File: src/rtl/mc_bus_pkg.sv
// Shared types and constants for the multicast bus scheduler and its arbiter.
// State enum, channel indices and default widths live here.
package mc_bus_pkg;

  localparam int DEF_DATA_W = 32;
  localparam int DEF_TAG_W  = 6;

  localparam logic [1:0] CH_W = 2'd0;
  localparam logic [1:0] CH_I = 2'd1;
  localparam logic [1:0] CH_P = 2'd2;

  typedef enum logic [1:0] {
    IDLE = 2'd0,
    XFER = 2'd1,
    WAIT = 2'd2
  } state_e;

  // Round-robin successor over the three channels (weight -> ifmap -> psum -> weight).
  function automatic logic [1:0] next_ch(input logic [1:0] ch);
    return (ch == CH_P) ? CH_W : ch + 2'd1;
  endfunction

endpackage

File: src/rtl/rr_arbiter3.sv
// Three-request round-robin arbiter: i_ptr names the highest-priority request,
// o_gnt is one-hot (or zero when nothing is requested).
module rr_arbiter3
  import mc_bus_pkg::*;
(
  input  logic [2:0] i_req,
  input  logic [1:0] i_ptr,
  output logic [2:0] o_gnt
);

  logic [1:0] w_c0;
  logic [1:0] w_c1;
  logic [1:0] w_c2;

  always_comb begin
    // An out-of-range pointer falls back to weight-first.
    w_c0  = (i_ptr == 2'd3) ? CH_W : i_ptr;
    w_c1  = next_ch(w_c0);
    w_c2  = next_ch(w_c1);
    o_gnt = 3'b000;
    if (i_req[w_c0]) begin
      o_gnt[w_c0] = 1'b1;
    end else if (i_req[w_c1]) begin
      o_gnt[w_c1] = 1'b1;
    end else if (i_req[w_c2]) begin
      o_gnt[w_c2] = 1'b1;
    end
  end

endmodule

File: src/rtl/mc_bus_scheduler.sv
// Round-robin burst sequencer for the shared multicast bus (weight/ifmap/psum).
// Optional stall abort is enabled by defining MC_BUS_TIMEOUT_EN.
//
// Handshake: a requester word moves when i_*_valid & o_*_ready are both high at a
// clock edge; a bus word moves when o_bus_enable & i_bus_ready are both high.
// ready depends combinationally on valid; valid never depends on ready.
module mc_bus_scheduler
  import mc_bus_pkg::*;
#(
  parameter int DATA_W      = DEF_DATA_W,
  parameter int TAG_W       = DEF_TAG_W,
  parameter int BURST_MAX   = 16,
  parameter int TIMEOUT_CYC = 255
) (
  input  logic              clk,
  input  logic              rstn,
  input  logic              i_w_valid,
  input  logic [TAG_W-1:0]  i_w_tag,
  input  logic [DATA_W-1:0] i_w_data,
  input  logic              i_w_last,
  output logic              o_w_ready,
  input  logic              i_i_valid,
  input  logic [TAG_W-1:0]  i_i_tag,
  input  logic [DATA_W-1:0] i_i_data,
  input  logic              i_i_last,
  output logic              o_i_ready,
  input  logic              i_p_valid,
  input  logic [TAG_W-1:0]  i_p_tag,
  input  logic [DATA_W-1:0] i_p_data,
  input  logic              i_p_last,
  output logic              o_p_ready,
  output logic              o_bus_enable,
  output logic [TAG_W-1:0]  o_bus_tag,
  output logic [DATA_W-1:0] o_bus_value,
  input  logic              i_bus_ready,
  output logic              o_weight_wea,
  output logic              o_ifmap_wea,
  output logic              o_psum_wea,
  output logic              o_busy,
  output logic              o_err_timeout,
  output logic [1:0]        o_dbg_state
);

  localparam int BEAT_W = $clog2(BURST_MAX + 1);
  localparam logic [BEAT_W-1:0] BEAT_LIMIT = BEAT_W'(BURST_MAX);

  state_e r_state;
  state_e w_next_state;
  logic [1:0] r_ptr;
  logic [1:0] r_gch;
  logic [BEAT_W-1:0] r_beat;
  logic r_closing;
  logic [TAG_W-1:0] r_tag;
  logic [DATA_W-1:0] r_data;

  logic [2:0] w_valid;
  logic [2:0] w_last;
  logic [TAG_W-1:0] w_tag [3];
  logic [DATA_W-1:0] w_data [3];
  logic [2:0] w_gnt;
  logic [2:0] w_ready;
  logic [1:0] w_win_ch;
  logic [1:0] w_load_ch;
  logic w_load;
  logic w_first;
  logic w_done;
  logic w_abort;
  logic [BEAT_W-1:0] w_beat_nxt;

  assign w_valid = {i_p_valid, i_i_valid, i_w_valid};
  assign w_last  = {i_p_last, i_i_last, i_w_last};
  assign w_tag[CH_W]  = i_w_tag;
  assign w_tag[CH_I]  = i_i_tag;
  assign w_tag[CH_P]  = i_p_tag;
  assign w_data[CH_W] = i_w_data;
  assign w_data[CH_I] = i_i_data;
  assign w_data[CH_P] = i_p_data;

  rr_arbiter3 u_arb (
    .i_req (w_valid),
    .i_ptr (r_ptr),
    .o_gnt (w_gnt)
  );

  assign w_win_ch   = w_gnt[2] ? CH_P : (w_gnt[1] ? CH_I : CH_W);
  assign w_beat_nxt = w_first ? BEAT_W'(1) : r_beat + BEAT_W'(1);

  always_comb begin
    w_next_state = r_state;
    w_ready      = 3'b000;
    w_load       = 1'b0;
    w_first      = 1'b0;
    w_done       = 1'b0;
    w_load_ch    = r_gch;
    unique case (r_state)
      IDLE: begin
        if (|w_valid) begin
          w_load_ch    = w_win_ch;
          w_ready      = w_gnt;
          w_load       = 1'b1;
          w_first      = 1'b1;
          w_next_state = XFER;
        end
      end
      XFER: begin
        if (i_bus_ready) begin
          if (r_closing) begin
            w_done       = 1'b1;
            w_next_state = IDLE;
          end else if (w_valid[r_gch]) begin
            // Refill the output register in the same cycle the held word leaves.
            w_ready[r_gch] = 1'b1;
            w_load         = 1'b1;
          end else begin
            w_next_state = WAIT;
          end
        end else if (w_abort) begin
          w_done       = 1'b1;
          w_next_state = IDLE;
        end
      end
      WAIT: begin
        if (w_valid[r_gch]) begin
          w_ready[r_gch] = 1'b1;
          w_load         = 1'b1;
          w_next_state   = XFER;
        end
      end
      default: w_next_state = IDLE;
    endcase
  end

  always_ff @(posedge clk or negedge rstn) begin
    if (!rstn) begin
      r_state   <= IDLE;
      r_ptr     <= CH_W;
      r_gch     <= CH_W;
      r_beat    <= '0;
      r_closing <= 1'b0;
      r_tag     <= '0;
      r_data    <= '0;
    end else begin
      r_state <= w_next_state;
      if (w_load) begin
        r_gch     <= w_load_ch;
        r_beat    <= w_beat_nxt;
        r_closing <= w_last[w_load_ch] | (w_beat_nxt == BEAT_LIMIT);
        r_tag     <= w_tag[w_load_ch];
        r_data    <= w_data[w_load_ch];
      end
      if (w_done) begin
        r_ptr     <= next_ch(r_gch);
        r_beat    <= '0;
        r_closing <= 1'b0;
      end
    end
  end

`ifdef MC_BUS_TIMEOUT_EN
  localparam int TO_W = $clog2(TIMEOUT_CYC + 1);
  logic [TO_W-1:0] r_tocnt;
  logic r_err;

  // Abort on the TIMEOUT_CYC-th consecutive stalled XFER cycle.
  assign w_abort = (r_state == XFER) && !i_bus_ready &&
                   (r_tocnt == TO_W'(TIMEOUT_CYC - 1));

  always_ff @(posedge clk or negedge rstn) begin
    if (!rstn) begin
      r_tocnt <= '0;
      r_err   <= 1'b0;
    end else begin
      if ((r_state == XFER) && !i_bus_ready && !w_abort) begin
        r_tocnt <= r_tocnt + TO_W'(1);
      end else begin
        r_tocnt <= '0;
      end
      if (w_abort) begin
        r_err <= 1'b1;
      end
    end
  end

  assign o_err_timeout = r_err;
`else
  assign w_abort       = 1'b0;
  assign o_err_timeout = 1'b0;
`endif

  assign o_w_ready    = w_ready[CH_W];
  assign o_i_ready    = w_ready[CH_I];
  assign o_p_ready    = w_ready[CH_P];
  assign o_bus_enable = (r_state == XFER);
  assign o_bus_tag    = r_tag;
  assign o_bus_value  = r_data;
  assign o_busy       = (r_state != IDLE);
  assign o_weight_wea = o_busy && (r_gch == CH_W);
  assign o_ifmap_wea  = o_busy && (r_gch == CH_I);
  assign o_psum_wea   = o_busy && (r_gch == CH_P);
  assign o_dbg_state  = r_state;

endmodule

File: config.mk
export PLATFORM = sky130hd
export DESIGN_NAME = mc_bus_scheduler
export DESIGN_NICKNAME = d
export VERILOG_FILES = /design/src/rtl/mc_bus_pkg.sv /design/src/rtl/rr_arbiter3.sv /design/src/rtl/mc_bus_scheduler.sv
export SDC_FILE = /design/constraint.sdc
export NUM_CORES = 1
export LEC_CHECK = 0
export CORE_MARGIN = 3
export CORE_UTILIZATION = 35
export DETAILED_ROUTE_END_ITERATION = 16
export PLACE_DENSITY = 0.75
export SYNTH_ARGS = -nofsm -noshare
export SYNTH_HDL_FRONTEND = slang
export SYNTH_SLANG_ARGS = --single-unit
File: constraint.sdc
create_clock -name clk -period 2.2 [get_ports clk]
set_input_delay 0.44 -clock clk [delete_from_list [all_inputs] [get_ports clk]]
set_output_delay 0.44 -clock clk [all_outputs]
set_load 0.005 [all_outputs]
* Word level (Yosys, flattened, before mapping) *
Index checks and enable logic that the tools add are counted.

operators by class
  $add $sub $neg = 4
  reduce and logical (&&, ||, !) cells = 13
  equal/unequal tests = 12
  bitwise operators = 2
  muxes and demuxes = 60
  order comparisons = 10

operators with widths
  kind                                                                    count
  32-bit binary-select mux with 2-bit select                              1
  32-bit two-way mux                                                      2
  2-bit two-way mux                                                       12
  3-bit two-way mux                                                       7
  1-bit two-way mux                                                       20
  2-bit by 3-bit < comparator with 1-bit output (second input constant)   5
  5-bit two-way mux                                                       3
  6-bit binary-select mux with 2-bit select                               1
  6-bit two-way mux                                                       2
  1-bit binary-select mux with 2-bit select                               5
  2-bit == test (second input constant)                                   5
  3-bit case mux with 3 select lines                                      1
  1-bit demux with 2-bit select                                           4
  2-bit by 1-bit >= comparator with 1-bit output (second input constant)  4
  1-bit logical AND                                                       7
  2-bit by 1-bit adder with 2-bit output (second input constant)          3
  2-bit case mux with 3 select lines                                      1
  5-bit by 1-bit adder with 5-bit output (second input constant)          1
  5-bit == test (second input constant)                                   1
  2-bit by 1-bit == test with 1-bit output (second input constant)        2
  2-bit logical NOT                                                       2
  2-bit inequality test (second input constant)                           2
  4-bit AND reduction                                                     1
  2-bit nonzero test                                                      2
  other kinds (7)                                                         7

word-level totals
  output and inout port bits = 49
  logic and storage cells = 108
  input port bits = 123
  flip-flop bits (word level) = 50

* Longest topological paths before layout *
Gate-level depths: netlist of the first run.

  word-level depth = 22
  mapped depth = 12
  depth with buffers taken out = 9

* Cells and area by module *
From an unflattened synthesis of the first run, not the netlist that was laid out.

unflattened totals
  cells, all modules = 377
  area, all modules = 3258.1 um^2

modules (own cells, without submodules)
  module            sequential area each (um^2)  area an instance (um^2)  cells an instance  instances
  mc_bus_scheduler  1251.2                       2990.4                   344                1
  rr_arbiter3       0.0                          267.8                    33                 1

* Worst setup path after synthesis of the first run *
No wires, ideal clock.

  kind = reg2reg
  from = reg r_ptr[1]
  to = reg r_data[17] (netlist: o_bus_value[17])
  arrival = 2.171 ns
  required time = 2.073 ns
  library setup time = 0.127 ns
  setup slack = -0.098 ns
  cell stages (with the launch flop) = 12
  cell sequence = dfrtp_1 -> inv_1 -> ha_1 -> nand2b_2 -> mux2_4 -> a22oi_2 -> o21a_2 -> o22ai_2 -> buf_2 -> buf_2 -> a22oi_1 -> o21ai_1

on the way
  word-level cells in the longest chain between the ends = 21

RTL lines
  element                                                                                                                                RTL line                 RTL
  start: declaration                                                                                                                     mc_bus_scheduler.sv:49   logic [1:0] r_ptr;
  start signal: assignment                                                                                                               mc_bus_scheduler.sv:152  r_ptr <= next_ch(r_gch);
  2-bit == test                                                                                                                          rr_arbiter3.sv:17        w_c0 = (i_ptr == 2'd3) ? CH_W : i_ptr;
  2-bit two-way mux *                                                                                                                    rr_arbiter3.sv:17
  2-bit by 1-bit adder with 2-bit output or 2-bit == test (tied branches)                                                                mc_bus_pkg.sv:20         return (ch == CH_P) ? CH_W : ch + 2'd1;
  2-bit two-way mux                                                                                                                      mc_bus_pkg.sv:20
  2-bit by 1-bit adder with 2-bit output or 2-bit == test (tied branches)                                                                mc_bus_pkg.sv:20
  2-bit two-way mux                                                                                                                      mc_bus_pkg.sv:20
  2-bit by 3-bit < comparator with 1-bit output (not written as such) or 2-bit by 1-bit >= comparator with 1-bit output (tied branches)  rr_arbiter3.sv:26        o_gnt[w_c2] = 1'b1;
  1-bit logical AND (not written as such)                                                                                                rr_arbiter3.sv:26
  (+4 left out)                                                                                                                          --
  3-bit two-way mux *                                                                                                                    rr_arbiter3.sv:21        if (i_req[w_c0]) begin
  1-bit two-way mux                                                                                                                      mc_bus_scheduler.sv:85   assign w_win_ch = w_gnt[2] ? CH_P : (w_gnt[1] ? CH_I : CH_W);
  2-bit two-way mux *                                                                                                                    mc_bus_scheduler.sv:85
  2-bit two-way mux *                                                                                                                    mc_bus_scheduler.sv:97   if (|w_valid) begin
  2-bit two-way mux *                                                                                                                    mc_bus_scheduler.sv:95   unique case (r_state)
  2-bit inverter with 3-bit output (not written as such) *                                                                               mc_bus_scheduler.sv:149  r_data <= w_data[w_load_ch];
  32-bit binary-select mux with 2-bit select *                                                                                           mc_bus_scheduler.sv:149
  32-bit two-way mux (not written as such) * (2 in series)                                                                               mc_bus_scheduler.sv:149
  end signal: assignment                                                                                                                 mc_bus_scheduler.sv:149
  end: declaration                                                                                                                       mc_bus_scheduler.sv:54   logic [DATA_W-1:0] r_data;

Mark *: on every way between the ends. The rest lies on a longest branch, timed or not. The select of a mux whose other input is x is not followed.
A chain may end at the register's enable or synchronous reset.

* Final worst setup path of the first run *
  from = reg r_ptr[0]
  to = reg r_closing

on the way
  word-level cells in the longest chain between the ends = 22

RTL lines
  element                                                                                                                                RTL line                 RTL
  2-bit == test                                                                                                                          rr_arbiter3.sv:17
  2-bit two-way mux *                                                                                                                    rr_arbiter3.sv:17
  2-bit by 1-bit adder with 2-bit output or 2-bit == test (tied branches)                                                                mc_bus_pkg.sv:20
  2-bit two-way mux                                                                                                                      mc_bus_pkg.sv:20
  2-bit by 1-bit adder with 2-bit output or 2-bit == test (tied branches)                                                                mc_bus_pkg.sv:20
  2-bit two-way mux                                                                                                                      mc_bus_pkg.sv:20
  2-bit by 3-bit < comparator with 1-bit output (not written as such) or 2-bit by 1-bit >= comparator with 1-bit output (tied branches)  rr_arbiter3.sv:26
  1-bit logical AND (not written as such)                                                                                                rr_arbiter3.sv:26
  (+6 left out)                                                                                                                          --
  2-bit two-way mux *                                                                                                                    mc_bus_scheduler.sv:85
  2-bit two-way mux *                                                                                                                    mc_bus_scheduler.sv:97
  2-bit two-way mux *                                                                                                                    mc_bus_scheduler.sv:95
  1-bit binary-select mux with 2-bit select *                                                                                            mc_bus_scheduler.sv:147  r_closing <= w_last[w_load_ch] | (w_beat_nxt == BEAT_LIMIT);
  1-bit two-way mux (not written as such) *                                                                                              mc_bus_scheduler.sv:147
  1-bit OR *                                                                                                                             mc_bus_scheduler.sv:147
  1-bit two-way mux *                                                                                                                    mc_bus_scheduler.sv:144  if (w_load) begin
  1-bit two-way mux *                                                                                                                    mc_bus_scheduler.sv:151  if (w_done) begin
  end signal: assignment                                                                                                                 mc_bus_scheduler.sv:147
  end: declaration                                                                                                                       mc_bus_scheduler.sv:52   logic r_closing;

Marks and branches as above.

==> results of run 1 <==
## cell type report
cell class,count,area share
Sequential cell,50,0.2286
Timing Repair Buffer,219,0.4032
Inverter,5,0.003883
Multi-Input combinational cell,217,0.3218
Clock inverter,1,0.001599
Tap cell,102,0.02330
Clock buffer,7,0.01759
## registers in the layout, indices dropped and copies added, names as in the netlist
signal and count:
o_bus_tag 6, o_bus_value 32, o_dbg_state 2, r_beat 5, r_closing 1, r_gch 2, r_ptr 2
## stage by stage
stage                 util  hold slack, ns  cell area, um^2
finish              0.6875         0.07748             5478
global route        0.6875         0.09326             5478
CTS                 0.6712         0.07715             5348
detailed placement  0.6302          0.4075             5021
global placement    0.6302          0.4018             5021
floorplan                -          0.1444             3015
## logic make-up after synthesis
logic type / synth area share
muxes: 0.1464
AOI/OAI and AO/OA: 0.2545
adders and majority gates: 0.02103
DFF: 0.4207
buffers and inverters: 0.05553
other: 0.001261
and+or+nand+nor: 0.09172
xor gates and xnor gates: 0.008836
## worst register-to-register path, delay by kind of cell (launching register included)
kind,cells,cell delay [ns]
simple gates,2,0.71
compound gates,4,0.68
buf+inv,2,0.29
mux,1,0.20
flops,1,0.41
fa+ha+maj,1,0.19
## worst min path at each step
| stage | from | to | slack, ns | depth (start not counted) |
|---|---|---|---|---|
| 5_1_grt | rstn | o_bus_value[2] | 0.09 | 1 |
| 6_report | rstn | r_beat[3] | 0.08 | 1 |
| 3_3_place_gp | rstn | r_ptr[1] | 0.40 | 1 |
| 2_1_floorplan | rstn | o_bus_tag[0] | 0.14 | 0 |
| 4_1_cts | rstn | r_beat[3] | 0.08 | 1 |
| 3_5_place_dp | rstn | r_ptr[0] | 0.41 | 1 |
## placed cells by master (no fill, tap or decap), types with 2 or more instances in the layout
cell type / synthesis / layout
nor3_1: 3 / 3
inv_1: 5 / 3
buf_6: 7 / 4
nand2b_1: 3 / 3
buf_16: 0 / 3
nand3_1: 8 / 8
buf_2: 5 / 3
buf_4: 1 / 36
or2_4: 0 / 2
nor2b_1: 4 / 2
clkdlybuf4s50_1: 0 / 162
nor2b_2: 0 / 2
buf_12: 0 / 3
mux2i_1: 42 / 32
o21ai_1: 38 / 39
o31a_1: 2 / 2
nand2_1: 12 / 12
dfrtp_1: 50 / 49
a22oi_1: 38 / 38
a21oi_1: 4 / 3
mux2i_4: 0 / 3
a211oi_1: 3 / 2
clkbuf_16: 0 / 2
ha_4: 0 / 3
nor2_1: 14 / 12
clkbuf_8: 0 / 7
dlygate4sd2_1: 0 / 3
o21ai_0: 7 / 5
xnor2_1: 2 / 2
o31ai_1: 3 / 3
mux2i_2: 0 / 7
nor2_4: 0 / 2
## routing by layer
| metal | up-vias | wire (um) | track usage |
|---|---|---|---|
| li1 | 1513 | - | - |
| met1 | 1550 | 4141 | 0.2619 |
| met2 | 129 | 5821 | 0.3963 |
| met3 | 17 | 780 | 0.05500 |
| met4 | 0 | 157 | 0.04727 |
| met5 | - | 0 | 0 |
## power groups by stage
| stage | clock network (uW) | logic [uW] | registers (uW) |
|---|---|---|---|
| after CTS | 608 | 5390 | 1640 |
| after global placement | 0 | 4610 | 1630 |
| final | 591 | 5730 | 1640 |
| after floorplan | 0 | 2610 | 1670 |
| after detailed placement | 0 | 4730 | 1640 |
| after global routing | 650 | 6140 | 1700 |
## what timing repair did
item | CTS | global route
pin swaps | 8 | 10
gates resized for setup | 42 | 16
cloned | 3 | 2
buffers inserted | 5 | 1
setup endpoints to repair | 42 | 46
==> results.ini, run 1 <==
[sta]
fin_skew_ns=0.01252
rsz0062_at_grt=yes
setup_slack_ns=-0.3407
timing.fmax_ghz=0.3936
finalSetupTns_ns=-11.90
finalSetupViolations=42
fin_crit_ns=2.541
report.final.slew_viol_count=0
finalCritPeriodShare=1.155
hold_violations=0

[worst_setup_path]
end_kind=register
cp.depth=10
cp-start-kind=register
r2r_cells=10
r2r_setup_slack_ns=-0.34
worst_path_largest_cell_delay_ns=0.51
slowest_stage=or4b_4
timing.rr.end=r_closing
critPathMaxFanout=8
rr_startpoint=r_ptr[0]
path_cells=buf_6, ha_4, mux2i_4, o21ai_4, nor2b_1, a211oi_2, buf_4, a22o_4, or4b_4, o211ai_2
startpoint=r_ptr[0]
critPathTopFamily=simple AND/OR/NAND/NOR gates
worstPathRequired_ns=2.43
endpoint=r_closing
criticalPathCategory=register to register
cp_data_arrival_time_ns=2.77
path_buf_inv=2

[cells_and_area]
diodes=0
drive_gt1_frac=0.2064
multiInputGateArea_um2=1763
area_growth_syn_to_layout_pct=84.18
n_fill_cell=599
final_nets=626
register_area_um2=1252
instances_no_fill=601

[pwr]
internal-power_uw=4871
p_leak_uw=0.002231
clockPowerShare=0.074
vdd_drop_max_mv=0.6658
seqPwrFrac=0.206
power_density_nw_per_um2=1453
total_power_uw=7960
swShare=0.3881
pwr-share-comb=0.719
power_switching_uw=3089

[logic_synthesis]
synth_top_area_cell=dfrtp_1
synthCells=294
netlist_area_um2=2974
synth_top_cells_by_count=dfrtp_1 (50), mux2i_1 (42), a22oi_1 (38), o21ai_1 (38), nor2_1 (14)
async_reset_ff_frac=1.000
yosysSeqAreaShare=0.4207
syn_area_per_cell_um2=10.12
yosysMostFrequentCell=dfrtp_1
ys_top_cells_by_area=dfrtp_1 (42%), mux2i_1 (14%), a22oi_1 (9.6%), o21ai_1 (6.4%), buf_6 (2.7%)
ys_ff_latch=50
dominantRegCellSynth=dfrtp_1
synth_edf_count=0
ys_warn_count=0
synth.distinct_cells=48
synth_top_cell_area_share=0.4207
synth_nets=422

[routing]
drtPass1Iterations=4
vias_per_cell=5.339
remaining_drc_errors=0
dr_total_vias=3209
avgRoutedWirePerCell_um=18.14
dr.first_iter.drc_count=111
drtAntennaViolNets=0
wirelength_um=10900

[run]
drv_cap=0

[clock_tree]
h-tree-depth=2
cts.clk_slew.worst_paths_ns=0.09
cts-root-buf=clkbuf_8
insertion_delay_ns=0.30
clock_sinks=50
cts_buffers=5
clockBufferDepth=2
cts_tree=built
ctsHoldBuffers=0

[place]
post-dp-hpwl_um=7863
portBuffers=170
place.gp.congestion=0.9634
pre_cts_ws_ns=-0.7224
placed_cells=582

[die]
io_pins=172
core_area_um2=7968
dieArea_um2=9639
die_h_um=98.18
rows=32
fp.dieW_um=98.18
start_util=0.3733

[run_status]
status=finished with violations
failed_checks=setup timing

[global_routing]
grt-ovfl-total=0
grt_pass1_vias=3398
grt_pass1_wl_um=17170
grt_max_degree=39
antenna_found_initial=0
grt_util_all_layers=0.2189

[worst_hold_path]
hold_class=input port to async pin

No activity file was read; power rests on OpenSTA's default activity.
==> run 2, diff against run 1 <==
--- a/config.mk
+++ b/config.mk
@@ -8,6 +8,7 @@
 export CORE_MARGIN = 3
 export CORE_UTILIZATION = 35
 export DETAILED_ROUTE_END_ITERATION = 16
+export GPL_TIMING_DRIVEN = 0
 export PLACE_DENSITY = 0.75
 export SYNTH_ARGS = -nofsm -noshare
 export SYNTH_HDL_FRONTEND = slang
==> results.ini, run 2 (synthesized netlist as in run 1, its figures left out) <==
[run_status]
status=finished with violations
failed_checks=setup timing

[die]
die_h_um=98.18
fp.dieW_um=98.18
core_area_um2=7968
io_pins=172
rows=32
start_util=0.3733
dieArea_um2=9639

[clock_tree]
ctsHoldBuffers=0
cts_buffers=5
h-tree-depth=2
cts_tree=built
insertion_delay_ns=0.30
cts.clk_slew.worst_paths_ns=0.10
cts-root-buf=clkbuf_8
clockBufferDepth=2
clock_sinks=50

[worst_setup_path]
worstPathRequired_ns=2.43
critPathMaxFanout=7
end_kind=register
rr_startpoint=r_ptr[1]
criticalPathCategory=register to register
startpoint=r_ptr[1]
cp-start-kind=register
cp_data_arrival_time_ns=2.86
r2r_cells=12

[worst_hold_path]
hold_class=input port to async pin

[routing]
vias_per_cell=5.362
remaining_drc_errors=0
dr_total_vias=3201
avgRoutedWirePerCell_um=18.38
drtPass1Iterations=4
wirelength_um=10980
drtAntennaViolNets=0
dr.first_iter.drc_count=175

[sta]
finalSetupViolations=43
slew_headroom=0.6355
timing.fmax_ghz=0.3802
report.final.slew_viol_count=0
fin_crit_ns=2.630
hold_violations=0
rsz0062_at_grt=yes
worst_pin_slew_ns=0.5467
finalCritPeriodShare=1.195
fin_skew_ns=0.006309
setup_slack_ns=-0.4300

[global_routing]
antenna_found_initial=0
grt_pass1_vias=3387
grt_max_degree=39
grt_util_all_layers=0.2253
grt-ovfl-total=0
grt_pass1_wl_um=17570

[place]
placed_cells=567
place.gp.congestion=0.8673
dpl_cell_area_um2=4860
post-dp-hpwl_um=7779
pre_cts_ws_ns=-1.266
portBuffers=170

[cells_and_area]
diodes=0
layout_commonest_cell=clkdlybuf4s50_1
instances_no_fill=597
drive_gt1_frac=0.2040
mostFrequentLayoutCells=clkdlybuf4s50_1 (162), dfrtp_1 (48), o21ai_1 (39)
largest_reg_flops=32
final_nets=622
design_area_um2=5458
area_growth_syn_to_layout_pct=83.51

[pwr]
vdd_drop_max_mv=0.6823
power_density_nw_per_um2=1457
p_leak_uw=0.002182

[run]
drv_cap=0

## run 2: repair_timing
item | 4_1_cts | 5_1_grt
buffers inserted | 19 | 3
pin swaps | 12 | 11
resized for setup | 80 | 22
gates cloned | 5 | 1
setup endpoints to repair | 43 | 45
## run 2: through the flow
| stage | power, uW | hold slack, ns | utilization | TNS [ns] |
|---|---|---|---|---|
| 6_report | 7954 | 0.01725 | 0.6850 | -13.15 |
| 5_1_grt | 8534 | 0.01693 | 0.6850 | -18.29 |
| 4_1_cts | 8030 | 0.01682 | 0.6833 | -11.56 |
| 3_5_place_dp | 6102 | 0.3531 | 0.6099 | -28.82 |
| 3_3_place_gp | 5985 | 0.4916 | 0.6080 | -72.82 |
| 2_1_floorplan | 4281 | 0.1444 | - | -0.05837 |
## run 2: final cells by class
cell class	instances	area, um^2
fill	636	2510
timing repair buffer	195	1963
multi-input combinational	217	1789
sequential	50	1254
buffer	20	210.2
tap	102	127.6
clock buffer	7	86.33
inverter	5	18.77
clock inverter	1	8.758
## run 2: worst paths after layout
path / endpoint / slack, ns
hold / removal: o_bus_value[10] / 0.02
max in group asynchronous: r_gch[1] / 1.67
setup reg to reg: r_closing / -0.43
hold reg to reg: o_bus_value[6] / 0.52
min in group clk: o_bus_value[6] / 0.52
setup / recovery: r_closing / -0.43
## run 2: worst max-delay path, stage by stage, from the launching register on
cell and delay (ns):
dfrtp_1 0.42, inv_2 0.07, ha_4 0.17, buf_6 0.12, mux2i_4 0.18, o21ai_4 0.27
nor2b_4 0.20, a211oi_2 0.05, buf_4 0.15, a22o_4 0.23, buf_6 0.14, or4b_4 0.48
o211ai_2 0.07
## run 2: per-layer routing
metal | up-vias | share of wire | track usage
met1 | 1544 | 0.40 | 0.2809
met2 | 138 | 0.52 | 0.3880
met4 | 0 | 0.018 | 0.06513
met5 | - | 0 | 0
met3 | 15 | 0.063 | 0.05429
li1 | 1504 | - | -
## run 2: where the power goes
| part | switching, uW | internal (uW) | total [uW] | leakage [uW] |
|---|---|---|---|---|
| clock network | 321 | 261 | 582 | 0.0000489 |
| logic | 2510 | 3200 | 5710 | 0.00152 |
| registers | 293 | 1370 | 1660 | 0.000616 |
